### src/rtl/inst_loader.sv
// -----------------------------------------------------------------------------
// inst_loader
//
// Write-side counterpart of the instruction ROM. Receives a length-prefixed
// stream of DW-bit machine-code words over a valid/ready handshake and writes
// each word into the instruction memory write port at consecutive addresses
// starting from 0. Completion is signalled on Done. The core's fetch path uses
// the memory read port and is not touched here.
//
// Stream format (one word per accepted transfer):
//   word 0      : length low bits  (Lo)
//   word 1      : length high bits (Hi);  N = {Hi,Lo}[IW-1:0]
//   words 2..   : N payload words, written to addresses 0..N-1
//   last word   : checksum (only when INST_LOADER_CHECKSUM_EN is defined)
//
// Build option:
//   INST_LOADER_CHECKSUM_EN  When defined, a trailing checksum word is
//                            expected after the payload. It is compared with
//                            the XOR of all payload words, and Err reports a
//                            mismatch while Done=1. When undefined there is
//                            no checksum word and Err is tied to 0.
//
// Parameters:
//   IW  instruction address width (memory depth 2**IW)
//   DW  machine-code word width
//
// Ports:
//   Clk      in   rising-edge clock
//   Rst_n    in   asynchronous active-low reset; aborts a load immediately
//   Start    in   one-cycle pulse; starts a load from IDLE or DONE
//   InData   in   stream word
//   InValid  in   InData valid
//   InReady  out  loader accepts a word this cycle (decoded from state)
//   WrEn     out  memory write strobe (registered)
//   WrAddr   out  memory write address (registered)
//   WrData   out  memory write data (registered)
//   Busy     out  load in progress
//   Done     out  load finished; held until the next Start or reset
//   Err      out  checksum mismatch; meaningful while Done=1
// -----------------------------------------------------------------------------
module inst_loader #(
  parameter int IW = 13,
  parameter int DW = 9
) (
  input  logic          Clk,
  input  logic          Rst_n,
  input  logic          Start,
  input  logic [DW-1:0] InData,
  input  logic          InValid,
  output logic          InReady,
  output logic          WrEn,
  output logic [IW-1:0] WrAddr,
  output logic [DW-1:0] WrData,
  output logic          Busy,
  output logic          Done,
  output logic          Err
);

  // Explicit codes keep the encoding stable whether or not S_CHK exists.
  typedef enum logic [2:0] {
    S_IDLE = 3'd0,
    S_HDR0 = 3'd1,
    S_HDR1 = 3'd2,
    S_LOAD = 3'd3,
`ifdef INST_LOADER_CHECKSUM_EN
    S_CHK  = 3'd4,
`endif
    S_DONE = 3'd5
  } state_t;

  state_t        r_state;
  logic [DW-1:0] r_len_lo;     // Lo header word, held until Hi arrives
  logic [IW-1:0] r_remaining;  // payload words still to be accepted
  logic [IW-1:0] r_addr;       // address for the next payload word
  logic          r_wr_en;
  logic [IW-1:0] r_wr_addr;
  logic [DW-1:0] r_wr_data;
  logic          r_busy;
  logic          r_done;
`ifdef INST_LOADER_CHECKSUM_EN
  logic [DW-1:0] r_csum;       // running XOR of payload words
  logic          r_err;
`endif

  logic          w_accept;
  logic [IW-1:0] w_len;

  // NOTE: every signal written in always_comb gets a default first, so no
  // state/branch combination can leave it unassigned and infer a latch.
  always_comb begin
    InReady = 1'b0;
    case (r_state)
      S_HDR0, S_HDR1, S_LOAD: InReady = 1'b1;
`ifdef INST_LOADER_CHECKSUM_EN
      S_CHK:                  InReady = 1'b1;
`endif
      default:                InReady = 1'b0;
    endcase
  end

  assign w_accept = InValid && InReady;

  // Length is {Hi,Lo} truncated to the address width, so at most 2**IW-1
  // words are loaded and the write address can never wrap.
  assign w_len = IW'({InData, r_len_lo});

  // NOTE: sequential state uses non-blocking assignments only, so every
  // register samples pre-edge values and the block order does not matter.
  always_ff @(posedge Clk or negedge Rst_n) begin
    if (!Rst_n) begin
      r_state     <= S_IDLE;
      r_len_lo    <= '0;
      r_remaining <= '0;
      r_addr      <= '0;
      r_wr_en     <= 1'b0;
      r_wr_addr   <= '0;
      r_wr_data   <= '0;
      r_busy      <= 1'b0;
      r_done      <= 1'b0;
`ifdef INST_LOADER_CHECKSUM_EN
      r_csum      <= '0;
      r_err       <= 1'b0;
`endif
    end else begin
      // Write strobe is a single-cycle pulse per accepted payload word.
      r_wr_en <= 1'b0;

      case (r_state)
        S_IDLE: begin
          if (Start) begin
            r_state <= S_HDR0;
            r_busy  <= 1'b1;
`ifdef INST_LOADER_CHECKSUM_EN
            r_csum  <= '0;
`endif
          end
        end

        S_HDR0: begin
          if (w_accept) begin
            r_len_lo <= InData;
            r_state  <= S_HDR1;
          end
        end

        S_HDR1: begin
          if (w_accept) begin
            r_addr <= '0;
            if (w_len == '0) begin
`ifdef INST_LOADER_CHECKSUM_EN
              r_state <= S_CHK;
`else
              r_state <= S_DONE;
              r_busy  <= 1'b0;
              r_done  <= 1'b1;
`endif
            end else begin
              r_remaining <= w_len;
              r_state     <= S_LOAD;
            end
          end
        end

        S_LOAD: begin
          if (w_accept) begin
            r_wr_en   <= 1'b1;
            r_wr_addr <= r_addr;
            r_wr_data <= InData;
            r_addr    <= r_addr + IW'(1);
`ifdef INST_LOADER_CHECKSUM_EN
            r_csum    <= r_csum ^ InData;
`endif
            if (r_remaining == IW'(1)) begin
`ifdef INST_LOADER_CHECKSUM_EN
              r_state <= S_CHK;
`else
              r_state <= S_DONE;
              r_busy  <= 1'b0;
              r_done  <= 1'b1;
`endif
            end else begin
              r_remaining <= r_remaining - IW'(1);
            end
          end
        end

`ifdef INST_LOADER_CHECKSUM_EN
        S_CHK: begin
          if (w_accept) begin
            r_err   <= (InData != r_csum);
            r_state <= S_DONE;
            r_busy  <= 1'b0;
            r_done  <= 1'b1;
          end
        end
`endif

        S_DONE: begin
          // Restart clears the completion flags on the same edge.
          if (Start) begin
            r_state <= S_HDR0;
            r_busy  <= 1'b1;
            r_done  <= 1'b0;
`ifdef INST_LOADER_CHECKSUM_EN
            r_csum  <= '0;
            r_err   <= 1'b0;
`endif
          end
        end

        default: begin
          r_state <= S_IDLE;
          r_busy  <= 1'b0;
          r_done  <= 1'b0;
        end
      endcase
    end
  end

  assign WrEn   = r_wr_en;
  assign WrAddr = r_wr_addr;
  assign WrData = r_wr_data;
  assign Busy   = r_busy;
  assign Done   = r_done;
`ifdef INST_LOADER_CHECKSUM_EN
  assign Err    = r_err;
`else
  assign Err    = 1'b0;
`endif

endmodule
### config.mk
export PLATFORM = sky130hd
export DESIGN_NAME = inst_loader
export DESIGN_NICKNAME = d
export VERILOG_FILES = /design/src/rtl/inst_loader.sv
export SDC_FILE = /design/constraint.sdc
export NUM_CORES = 1
export LEC_CHECK = 0
export BUFFER_PORTS_ARGS = -buffer_cell sky130_fd_sc_hd__buf_4
export CAP_MARGIN = 20
export CORE_MARGIN = 2
export CORE_UTILIZATION = 50
export CTS_BUF_LIST = sky130_fd_sc_hd__clkbuf_4
export DETAILED_ROUTE_END_ITERATION = 8
export GPL_ROUTABILITY_DRIVEN = 0
export PLACE_DENSITY = 0.7
export SYNTH_ARGS = -nofsm -noshare
export SYNTH_HDL_FRONTEND = slang
export SYNTH_SLANG_ARGS = --single-unit
### constraint.sdc
create_clock -name Clk -period 3.7 [get_ports Clk]
set_input_delay 0.37 -clock Clk [delete_from_list [all_inputs] [get_ports Clk]]
set_output_delay 0.37 -clock Clk [all_outputs]
set_load 0.1 [all_outputs]
* Yosys cells after proc, flatten, opt, wreduce, memory -nomap -nowiden
Index checks and enable logic that the tools add are counted.
W data, S select, Z words.
** Storage, ports and cells
- Register bits :: 63
- Bits in latches :: 0
- RAM bits :: 0
- Memory bits (read-only) :: 0
- Input bits :: 13
- Output and inout port bits :: 27
- Word-level logic and storage cells :: 71
- Memories :: 0
** Cells by class
- Add/subtract/negate cells :: 2
- Multiply operators :: 0
- Div/mod/pow operators :: 0
- Magnitude comparators :: 0
- Equal/unequal tests :: 14
- Shifts and indexed selects :: 0
- Mux-type cells :: 30
- Bitwise logic cells :: 2
- Reductions and logical operators :: 14
** Operators with widths (count)
- $mux W13 :: 6
- $pmux W13 S2 :: 2
- $mux W3 :: 6
- $ne A2 B2 Y1 const B :: 8
- $add A13 B1 Y13 const B :: 1
- $eq A13 B1 Y1 const B :: 1
- $logic_not A13 Y1 :: 1
- $mux W1 :: 13
- $sub A13 B1 Y13 const B :: 1
- $pmux W3 S4 :: 1
- $reduce_and A6 Y1 :: 2
- $reduce_and A5 Y1 :: 2
- $pmux W1 S4 :: 2
- $eq A3 B2 Y1 const B :: 2
- $reduce_and A2 Y1 :: 2
- $reduce_or A2 Y1 :: 2
- $eq A3 B1 Y1 const B :: 1
- $eq A3 B3 Y1 const B :: 1
- $logic_not A3 Y1 :: 1
- $reduce_and A3 Y1 :: 1
- $reduce_or A3 Y1 :: 1
- $ne A2 B1 Y1 const B :: 1
- $not A1 Y1 :: 2
- $reduce_bool A2 Y1 :: 1
- $logic_and A1 B1 Y1 :: 1

* Logic depth before layout (Yosys ltp)
Gate-level depths: netlist (run 1).
- Word-level depth :: 6
- Mapped depth :: 7
- Depth with buffers taken out :: 6

* Worst setup path after synthesis (run 1)
OpenSTA, ideal clock, no wires.
- Kind :: reg-to-output
- Start point :: register r_state[0]
- End point :: output port InReady
- Data arrival time :: 2.000 ns
- Data required time :: 3.330 ns
- Path slack :: 1.330 ns
- Cell stages (with the launch flop) :: 4
- Path buffers :: 1
- Path through :: dfrtp_1 clkbuf_1 nor2_1 nor2_1
** Between the ends
- Word-level cells in the longest chain between the ends :: 3
- Elaborated cells on any way between the ends :: 5
- Classes of those cells :: eq/ne: 3; mux: 1; reduce/logical: 1
** RTL lines
- start: declaration :: line 71 : state_t r_state;
- start signal: assignment :: line 111 : r_state <= S_IDLE;
- start signal: assignment :: line 131 : r_state <= S_HDR0;
- start signal: assignment :: line 142 : r_state <= S_HDR1;
- $eq A3 B2 Y1 / $eq A3 B1 Y1 (equally long branches) :: line 92 : case (r_state)
- $reduce_or A3 Y1 * :: line 92
- $mux W1 * :: line 92
- end: declaration :: line 50 : output logic InReady,
Mark *: on every way between the ends. The rest lies on a longest branch, timed or not.

* Worst setup path after layout (run 1)
- Start point :: register r_len_lo[7]
- End point :: register r_remaining[1]
** Between the ends
- Word-level cells in the longest chain between the ends :: 3
** RTL lines
- start: declaration :: line 72 : logic [DW-1:0] r_len_lo;
- start signal: assignment :: line 141 : r_len_lo <= InData;
- $logic_not A13 Y1 :: line 149 : if (w_len == '0) begin
- $ne A2 B2 Y1 (no line)
- $reduce_and A5 Y1 (no line)
- end signal: assignment :: line 158 : r_remaining <= w_len;
- end signal: assignment :: line 182 : r_remaining <= r_remaining - IW'(1);
- end: declaration :: line 73 : logic [IW-1:0] r_remaining;
No other way between the ends.
A chain may end at the register's enable or synchronous reset.

==> summary.txt, run 1 <==
Die
  • IO Pins: 40
  • Die height: 83.9 um
  • Row cnt: 29
  • Starting Density: 0.511
  • Core box area: around 0.0062 mm^2
  • Chip width: ~84 um
  • Full die area: 0.00703 mm^2

Timing
  • Slew Limit Fails: 0
  • Max transition margin: 0.470
  • Worst Max-Slew Pin Slew: 795 ps
  • Final clock skew: 11.4 ps
  • Hold Fails Final Rpt: 0
  • Fmax: between 0.4 and 0.5 GHz
  • Endpoints failing setup: 0
  • Fin crit share: 0.616
  • Final min period: 2280 ps
  • Unrepaired setup endpoints after global routing: no
  • Hold Slack: 37.1 ps
  • Sum Neg Setup Slack: 0 ps

Placement
  • Port Buffers: 38
  • Post-DP HPWL: 5.01 mm

Clock tree
  • Clock H-tree levels: 3
  • CTS tree: yes
  • Sink Count: 63
  • Deepest clock path buffer count: 2
  • Number of gates resized after CTS: 0
  • Clk_lat worst skew: 410 ps
  • CTS Hold Bufs: 0
  • CTS root buffer: clkbuf_4
  • Setup bufs post-CTS: 0
  • CTS Buf Count: 9
  • Clock slew seen by the registers of the worst setup and hold paths: 110 ps

Yosys
  • Synth async-reset ratio: 1.00
  • Main combinational cell family by area after synthesis: simple AND/OR/NAND/NOR gates
  • Synth Area in Adders: 0.0118
  • Ys flop type: dfrtp_1
  • Synthesized area: 0.00319 mm^2
  • Simple-Gate Fraction of Synth Area: 0.180
  • Synth Net Count: approximately 310
  • Synth Area in Compound Gates: 0.141
  • Mux cell area share after synthesis: 0.117
  • Register area share after synthesis: 0.494
  • Mapped Cells: 292
  • XOR/XNOR Fraction of Synth Area: 0.0165
  • Yosys warns: 0
  • Post-synth EDFFs: 0
  • Cell variety after synth: between 50 and 60
  • Mean Syn Cell Area: 10.9 um^2
  • #FFs+latches synth: 63

Worst hold path
  • Hold Crit Class: in2async

Outcome
  • Status: complete, no violations

Detailed routing
  • Metal1 wirelength: around 3.5 mm
  • Vias per cell: 6.20
  • Initial drt markers: around 330
  • Top Layer Used: met4
  • Detail Route Antenna Nets: 0
  • Drt drc: 0
  • Post-Route WL: between 7 and 8 mm
  • DR WL met3: between 500 and 600 um
  • Via Count: around 2500
  • Routed len/inst: 18.5 um
  • Drt pass-1 iters: 5
  • Met2 WL post-DR: 3.29 mm

Worst setup path
  • Worst EP arrival: around 2600 ps
  • Worst path bufs/invs: 1
  • CP cell instances: or4_4 -> nor4_4 -> buf_4 -> nor3_2 -> mux2_4
  • CP max FO: 9
  • CP max stage delay: 580 ps
  • Crit path launch type: flop
  • Top delay family on crit path: simple AND/OR/NAND/NOR gates
  • Setup crit end kind: flop
  • Slowest CP cell: or4_4
  • WS Path Type: reg2reg
  • Critical Path RT: 4010 ps

Cells and area
  • Final Util: 0.594
  • Commonest non-fill, non-tap cell in the layout: dfrtp_1
  • Area delta synth->final: 16.3%
  • Commonest cells after routing, fill and taps aside: dfrtp_1 (63), buf_4 (43), mux2_2 (31), nor2_1 (21), nand2_1 (14)
  • Ant. Diodes: 0
  • Net count of the finished layout: around 340
  • Layout cell share with drive strength beyond 1: 0.309

GRT
  • Global Route Usage Sum: 0.230
  • Overflow after GRT: 0
  • First-pass GRT wire length: 12.6 mm
  • Pin count of the biggest net entering global routing: 64
  • Initial antenna violation count: 0
  • Vias in the first global route: approximately 2500

Power and ir drop
  • Leakage: 1.67 nW
  • Worst IR Drop VDD: 0.850 mV
  • Pwr/cell area: 938 mW/mm^2

Run
  • Max_cap viols: 0
[cell usage after synthesis, drive strengths merged, types with 4 or more instances]
library cell	n	area (um^2)
a21oi	13	65.1
a2bb2oi	4	35.0
a31oi	4	25.0
and4	5	43.8
buf	6	40.0
clkbuf	12	45.0
dfrtp	63	1580
inv	8	30.0
mux2	32	364
nand2	14	52.6
nand3	6	30.0
nand4	10	62.6
nor2	21	78.8
nor3	7	45.0
nor4	7	73.8
o21ai	16	80.1
o22ai	4	25.0
o31ai	4	30.0
o41ai	5	43.8
or3	6	38.8
[final timing paths]
kind / startpoint / end / slack (ps) / cells after the start
setup reg to reg: r_len_lo[7] / r_remaining[1] / 1420 / 5
min in group Clk: InData[6] / WrData[6] / 210 / 2
hold reg to reg: WrAddr[3] / WrAddr[3] / 490 / 2
hold / removal: Rst_n / WrAddr[5] / 40 / 1
setup / recovery: r_len_lo[7] / r_remaining[1] / 1420 / 5
max in group asynchronous: Rst_n / r_len_lo[7] / 3140 / 1
[final cells by class]
class | instances | area [um^2]
fillers | 547 | 2530
flip-flops and latches | 63 | 1580
multi-input cells | 202 | 1500
repair buffers | 43 | 323
clock inverters | 7 | 111
well taps | 77 | 96.3
clock buffers | 9 | 67.6
inverters | 9 | 33.8
[sequential cells by signal, indices dropped and copies added (netlist names)]
name and count:
r_addr 13, r_remaining 13, WrData 9, Done 1, r_len_lo 9, r_state 3
Busy 1, WrEn 1, WrAddr 13
[metal layers]
layer / track usage / up-vias
met4: 0.111 / 0
met2: 0.311 / 105
met5: 0 / -
met1: 0.341 / 1244
met3: 0.0613 / 21
li1: - / 1174
[where the power goes]
group | total [mW] | internal [mW] | leakage, nW | switching [mW]
clock | 0.594 | 0.338 | 0.0950 | 0.256
combinational | 1.68 | 0.532 | 0.782 | 1.15
sequential | 1.21 | 0.921 | 0.795 | 0.286
[worst reg2reg max path, delay by kind of cell, from the launching register on]
| kind | cells | cell delay, ps |
|---|---|---|
| buffers and inverters | 1 | 250 |
| and+or+nand+nor | 3 | 1220 |
| muxes | 1 | 320 |
| DFF | 1 | 400 |
[per-stage QoR]
stage | total power [mW] | instance area [um^2] | setup WS, ps | instances
after global routing | 3.67 | 3710 | 1330 | 410
after detailed placement | 2.88 | 3530 | 1370 | 394
after floorplan | 2.47 | 3190 | 1330 | 292
final | 3.48 | 3710 | 1420 | 410
after CTS | 3.48 | 3710 | 1450 | 410
after global placement | 2.85 | 3530 | 1380 | 394
[cell families after synthesis]
kind of cell	after synthesis
other	1
multiplexers	33
AO/OA/AOI/OAI	65
AND/OR/NAND/NOR	94
flip-flops	63
adder cells (fa/ha/maj)	3
XOR/XNOR	6
buffers and inverters	27
Note: power is estimated with default switching activity, not from simulation.
==> run 2, diff against run 1 <==
==> constraint.sdc (replaced) <==
create_clock -name Clk -period 2.2 [get_ports Clk]
set_input_delay 0.22 -clock Clk [delete_from_list [all_inputs] [get_ports Clk]]
set_output_delay 0.22 -clock Clk [all_outputs]
set_load 0.1 [all_outputs]
==> run 2 against run 1 <==
  * Sequential share of layout area fell by 1.0 points
  * Wire length decreased by 3.1%
  * Critical path type unchanged
  * Hold slack improved by 19 ps
  * Largest cell class unchanged
  * First-iteration DRC count grew 14%
  * Total power is 65% higher
  * Utilization up 1.4 points
  * Combinational power grew 77%
  * Global-route usage fell by 1.1 points
  * Maximum frequency rose by 10%
  * Non-clock buffer count is 17 higher
  * Final area is 2.4% higher
  * Clock power increased by 31%
==> summary.txt, run 2 (same netlist as run 1, synthesis figures left out) <==
Outcome
  • Status: complete, no violations

Clock tree
  • CTS tree: yes
  • CTS Buf Count: 9 (unchanged)
  • Number of gates resized after CTS: 0 (unchanged)
  • Deepest clock path buffer count: 2 (unchanged)
  • CTS root buffer: clkbuf_4
  • Clk_lat worst skew: 400 ps (about the same)
  • Clock H-tree levels: 3 (unchanged)
  • Clock slew seen by the registers of the worst setup and hold paths: 110 ps (about the same)
  • Sink Count: 63 (unchanged)

Run
  • Max_cap viols: 0 (unchanged)

Timing
  • Worst Max-Slew Pin Slew: 791 ps (-3.14 ps)
  • Unrepaired setup endpoints after global routing: no
  • Endpoints failing setup: 0 (unchanged)
  • Sum Neg Setup Slack: 0 ps (unchanged)
  • Final clock skew: 13.0 ps (+1.61 ps)
  • Slew Limit Fails: 0 (unchanged)
  • Final min period: 2060 ps (-216 ps)
  • Fin crit share: 0.938 (+0.322)
  • Hold Fails Final Rpt: 0 (unchanged)
  • Fmax: 0.485 GHz (+10%)
  • Max transition margin: 0.472 (+0.00210)

GRT
  • First-pass GRT wire length: 12.2 mm (-2.8%)
  • Initial antenna violation count: 0 (unchanged)
  • Vias in the first global route: 2419 (-1.5%)
  • Overflow after GRT: 0 (unchanged)
  • Global Route Usage Sum: 0.219 (-0.0111)
  • Pin count of the biggest net entering global routing: 64 (unchanged)

Power and ir drop
  • Pwr/cell area: 1510 mW/mm^2 (+61%)
  • Leakage: 1.74 nW (+3.9%)
  • Worst IR Drop VDD: 1.20 mV (+41%)

Worst setup path
  • Crit path launch type: flop
  • WS Path Type: reg2reg
  • Worst EP arrival: 2360 ps (-230 ps)
  • CP max FO: 3 (-6)
  • Setup crit end kind: flop
  • Critical Path RT: 2500 ps (-1510 ps)

Die
  • Die height: 83.9 um (unchanged)
  • Chip width: 83.9 um (unchanged)
  • Row cnt: 29 (unchanged)
  • Core box area: 0.00624 mm^2 (unchanged)
  • IO Pins: 40 (unchanged)
  • Starting Density: 0.511 (unchanged)
  • Full die area: 0.00703 mm^2 (unchanged)

Detailed routing
  • Vias per cell: 6.10 (-1.7%)
  • Post-Route WL: 7.33 mm (-3.1%)
  • Drt drc: 0 (unchanged)
  • Initial drt markers: 374 (+14%)
  • Detail Route Antenna Nets: 0 (unchanged)
  • Routed len/inst: 17.2 um (-7.0%)
  • Via Count: 2605 (+2.4%)
  • Drt pass-1 iters: 5 (unchanged)

Cells and area
  • Net count of the finished layout: 361 (+4.9%)
  • Layout cell share with drive strength beyond 1: 0.349 (+0.0393)
  • Ant. Diodes: 0 (unchanged)
  • Commonest cells after routing, fill and taps aside: dfrtp_1 (63), buf_4 (59), mux2_2 (31), nor2_1 (20), nand2_1 (14)
  • Commonest non-fill, non-tap cell in the layout: dfrtp_1
  • Area delta synth->final: 19.1%
  • Final Util: 0.609 (+0.0144)
  • Fin cells: 427 (+4.1%)

Worst hold path
  • Hold Crit Class: in2reg

Placement
  • Post-DP HPWL: 5.22 mm (+4.1%)
  • Port Buffers: 38 (unchanged)
  • Cell count after placement: 410 (+4.1%)
run 2: layout make-up:
type | count | area [um^2]
fillers | 531 | 2440
flip-flops and latches | 63 | 1580
multi-input cells | 202 | 1500
repair buffers | 60 | 453
well taps | 77 | 96.3
clock buffers | 10 | 75.1
clock inverters | 6 | 61.3
inverters | 9 | 33.8
run 2: report_power, final:
part | switching, mW | leakage [nW] | internal, mW
Combinational | 1.99 | 0.866 | 0.993
Sequential | 0.429 | 0.795 | 1.55
Clock | 0.425 | 0.0761 | 0.355
run 2: timing repair:
action                    in CTS  in global routing
buffers inserted               0                  0
hold endpoints to repair      63                  0
hold buffers                   1                  0
run 2: final timing paths:
| path | startpoint | to | slack (ps) | depth (start not counted) |
|---|---|---|---|---|
| worst min register to register | WrAddr[8] | WrAddr[8] | 520 | 1 |
| min in group asynchronous | Rst_n | WrAddr[5] | 430 | 2 |
| worst max register to register | r_len_lo[7] | Busy | 140 | 5 |
| worst min-delay path | InData[4] | WrData[4] | 60 | 2 |
| max in group asynchronous | Rst_n | WrData[1] | 1240 | 2 |
| worst max-delay path | r_len_lo[7] | Busy | 140 | 5 |
run 2: critical path, stage by stage, from the launching register on:
cell	delay [ps]
dfrtp_1	410
or4_4	560
nor4b_1	480
buf_4	210
nor4b_1	50
a221o_1	260
run 2: per-layer routing:
metal  vias to the layer above  track usage  wire length [um]
met5                         -            0                 0
met4                         0       0.0733                53
met3                         5       0.0445               450
met2                        99        0.298              3240
met1                      1290        0.346              3580
li1                       1211            -                 -
run 2: per-stage QoR:
| stage | setup slack (ps) | instance area [um^2] | hold WS [ps] | total power [mW] |
|---|---|---|---|---|
| floorplan | 288 | 3190 | -75.6 | 4.16 |
| global placement | 194 | 3650 | 359 | 4.92 |
| detailed placement | 175 | 3650 | 359 | 4.95 |
| CTS | 154 | 3800 | 37.8 | 5.74 |
| global route | 20.7 | 3800 | 37.0 | 6.05 |
| finish | 136 | 3800 | 55.8 | 5.74 |
==> run 3, diff against run 2 <==
--- a/config.mk
+++ b/config.mk
@@ -7,12 +7,12 @@
 export LEC_CHECK = 0
 export BUFFER_PORTS_ARGS = -buffer_cell sky130_fd_sc_hd__buf_4
 export CAP_MARGIN = 20
-export CORE_MARGIN = 2
 export CORE_UTILIZATION = 50
 export CTS_BUF_LIST = sky130_fd_sc_hd__clkbuf_4
 export DETAILED_ROUTE_END_ITERATION = 8
 export GPL_ROUTABILITY_DRIVEN = 0
 export PLACE_DENSITY = 0.7
+export RECOVER_POWER = 100
 export SYNTH_ARGS = -nofsm -noshare
 export SYNTH_HDL_FRONTEND = slang
 export SYNTH_SLANG_ARGS = --single-unit
==> run 3 against run 2 <==
  * Maximum frequency is 1.3% higher
  * Total power is 2.1% lower
  * Die area is 4.7% lower
  * Final cell count is 1.2% higher
  * Non-clock buffer count is 7 higher
  * Register-to-register slack better by 30 ps
  * Combinational power is 4% lower
  * Utilization is 0.93 points higher
  * Clock-buffer cell count is 1 lower
  * Flip-flop and latch count stayed put
  * Largest power group unchanged
  * Largest cell class unchanged
  * The flow now finishes with violations (max-capacitance violations, max-slew violations)
==> summary.txt, run 3 (same netlist as run 1, synthesis figures left out) <==
Detailed routing
  • Drt pass-1 iters: 5 (unchanged)
  • Drt drc: 0 (unchanged)
  • Detail Route Antenna Nets: 0 (unchanged)
  • Via Count: 2586 (-0.73%)
  • Routed len/inst: 17.2 um (+0.43%)
  • Initial drt markers: 329 (-12%)
  • Post-Route WL: 7.45 mm (+1.6%)
  • Vias per cell: 5.99 (-1.9%)

Worst hold path
  • Hold Crit Class: in2reg

Timing
  • Hold Fails Final Rpt: 0 (unchanged)
  • Slew Limit Fails: 64 (+64)
  • Final min period: 2040 ps (-27.3 ps)
  • Unrepaired setup endpoints after global routing: no
  • Endpoints failing setup: 0 (unchanged)
  • Final WS setup: 164 ps (+27.3 ps)
  • Final clock skew: 17.5 ps (+4.51 ps)
  • Max transition margin: -0.0439 (-0.516)
  • Sum Neg Setup Slack: 0 ps (unchanged)
  • Fin crit share: 0.926 (-0.0124)
  • Fmax: 0.491 GHz (+1.3%)
  • Worst Max-Slew Pin Slew: 1570 ps (+774 ps)
  • Hold Slack: 52.8 ps (-2.97 ps)

Placement
  • Pre-CTS setup slack: 143 ps (-31.8 ps)
  • Port Buffers: 38 (unchanged)
  • Cell count after placement: 413 (+0.73%)
  • Post-DP HPWL: 5.14 mm (-1.5%)
  • Placement Cell Area: 0.00369 mm^2 (+0.96%)

Clock tree
  • Deepest clock path buffer count: 2 (unchanged)
  • Clock slew seen by the registers of the worst setup and hold paths: 120 ps (about the same)
  • Clock H-tree levels: 3 (unchanged)
  • Clk_lat worst skew: 400 ps (about the same)
  • CTS tree: yes
  • CTS root buffer: clkbuf_4
  • CTS Buf Count: 9 (unchanged)
  • Sink Count: 63 (unchanged)

Power and ir drop
  • Leakage: 1.66 nW (-4.4%)
  • Psw: 2.86 mW (+0.79%)
  • Part of the power in registers: 0.349 (+0.004)
  • Comb pwr share: 0.508 (-0.011)
  • Worst IR Drop VDD: 1.28 mV (+6.7%)
  • Clock network fraction of total power: 0.143 (+0.007)
  • Pint: 2.76 mW (-4.8%)
  • Pwr/cell area: 1510 mW/mm^2 (about the same)
  • Pwr Total: 5.62 mW (-2.1%)
  • Sw Share: 0.509 (+0.0144)

Cells and area
  • Commonest cells after routing, fill and taps aside: dfrtp_1 (63), mux2_2 (31), buf_4 (30), clkbuf_1 (24), nor2_1 (20)
  • Net count of the finished layout: 368 (+1.9%)
  • Ant. Diodes: 0 (unchanged)
  • Multi-input gate area: 0.00150 mm^2 (-0.50%)
  • Commonest non-fill, non-tap cell in the layout: dfrtp_1
  • Post-route design area: 0.00372 mm^2 (-2.0%)
  • Fin cells: 432 (+1.2%)
  • Sequential Area: 0.00158 mm^2 (unchanged)
  • Final Util: 0.618 (+0.00928)
  • Layout cell share with drive strength beyond 1: 0.286 (-0.0629)
  • Area delta synth->final: 16.8%
  • Layout fillers: 538 (+1.3%)

GRT
  • Pin count of the biggest net entering global routing: 64 (unchanged)
  • First-pass GRT wire length: 12.3 mm (+0.56%)
  • Vias in the first global route: 2463 (+1.8%)
  • Overflow after GRT: 0 (unchanged)
  • Initial antenna violation count: 0 (unchanged)
  • Global Route Usage Sum: 0.249 (+0.0303)

Die
  • Core box area: 0.00603 mm^2 (-3.4%)
  • Chip width: 81.9 um (-2.4%)
  • Full die area: 0.00670 mm^2 (-4.7%)
  • IO Pins: 40 (unchanged)
  • Starting Density: 0.529 (+0.0183)
  • Row cnt: 28 (-3.4%)
  • Die height: 81.9 um (-2.4%)

Worst setup path
  • Worst path bufs/invs: 2 (+1)
  • WS Path Type: reg2reg
  • Crit path launch type: flop
  • CP max stage delay: 450 ps (-110 ps)
  • Critical Path RT: 2510 ps (about the same)
  • Slowest CP cell: o41a_2
  • Worst EP arrival: 2340 ps (-20 ps)
  • Top delay family on crit path: compound AO/OA/AOI/OAI gates
  • CP max FO: 9 (+6)
  • Setup crit end kind: flop
  • CP cell instances: inv_1 -> ha_1 -> and3b_1 -> and4_1 -> clkbuf_2 -> o41a_2 -> a21o_2

Run
  • Max_cap viols: 1 (+1)

Outcome
  • Status: finished with violations
  • Failing checks: max-capacitance violations, max-slew violations
[run 3: cell count changes in the layout (fill, tap and decap cells not counted), sizes merged]
cell	previous run	this run
buf	59	31
clkinv	5	4
inv	8	9
clkinvlp	1	2
clkbuf	10	44
[run 3: routing by layer]
metal / routed length (um) / global-route usage / vias up
met1: 3640 / 0.363 / 1285
met3: 298 / 0.0389 / 9
li1: - / - / 1221
met5: 0 / 0 / -
met2: 3420 / 0.364 / 71
met4: 89 / 0.109 / 0
[run 3: cell type report]
cell class                 count  share of cell area
tap                           75              0.0252
inverter                       9             0.00907
timing repair buffer          67               0.103
clock inverter                 7              0.0195
clock buffer                   9              0.0181
sequential                    63               0.423
multi-input combinational    202               0.402
[run 3: path summary, 6_finish.rpt]
path,from,endpoint,slack [ps],depth (start not counted)
worst max-delay path,r_remaining[1],r_remaining[5],160,7
worst min-delay path,InData[5],r_len_lo[5],50,2
worst max register to register,r_remaining[1],r_remaining[5],160,7
worst min register to register,WrAddr[3],WrAddr[3],500,2
max in group asynchronous,Rst_n,r_addr[1],510,2
min in group asynchronous,Rst_n,Busy,740,2
[run 3: timing repair]
| item | CTS | global route |
|---|---|---|
| hold buffers | 1 | 0 |
| endpoints found under the setup margin | 0 | 3 |
| setup buffers | 0 | 2 |
| hold endpoints to repair | 63 | 0 |
| gates resized for setup | 0 | 1 |
[run 3: power groups by stage]
stage	Clock [mW]	Sequential, mW	Combinational [mW]
3_5_place_dp	0	1.98	3.01
6_report	0.801	1.96	2.86
3_3_place_gp	0	1.97	2.98
2_1_floorplan	0	2.79	1.37
5_1_grt	0.872	2.02	3.05
4_1_cts	0.824	1.96	3.03
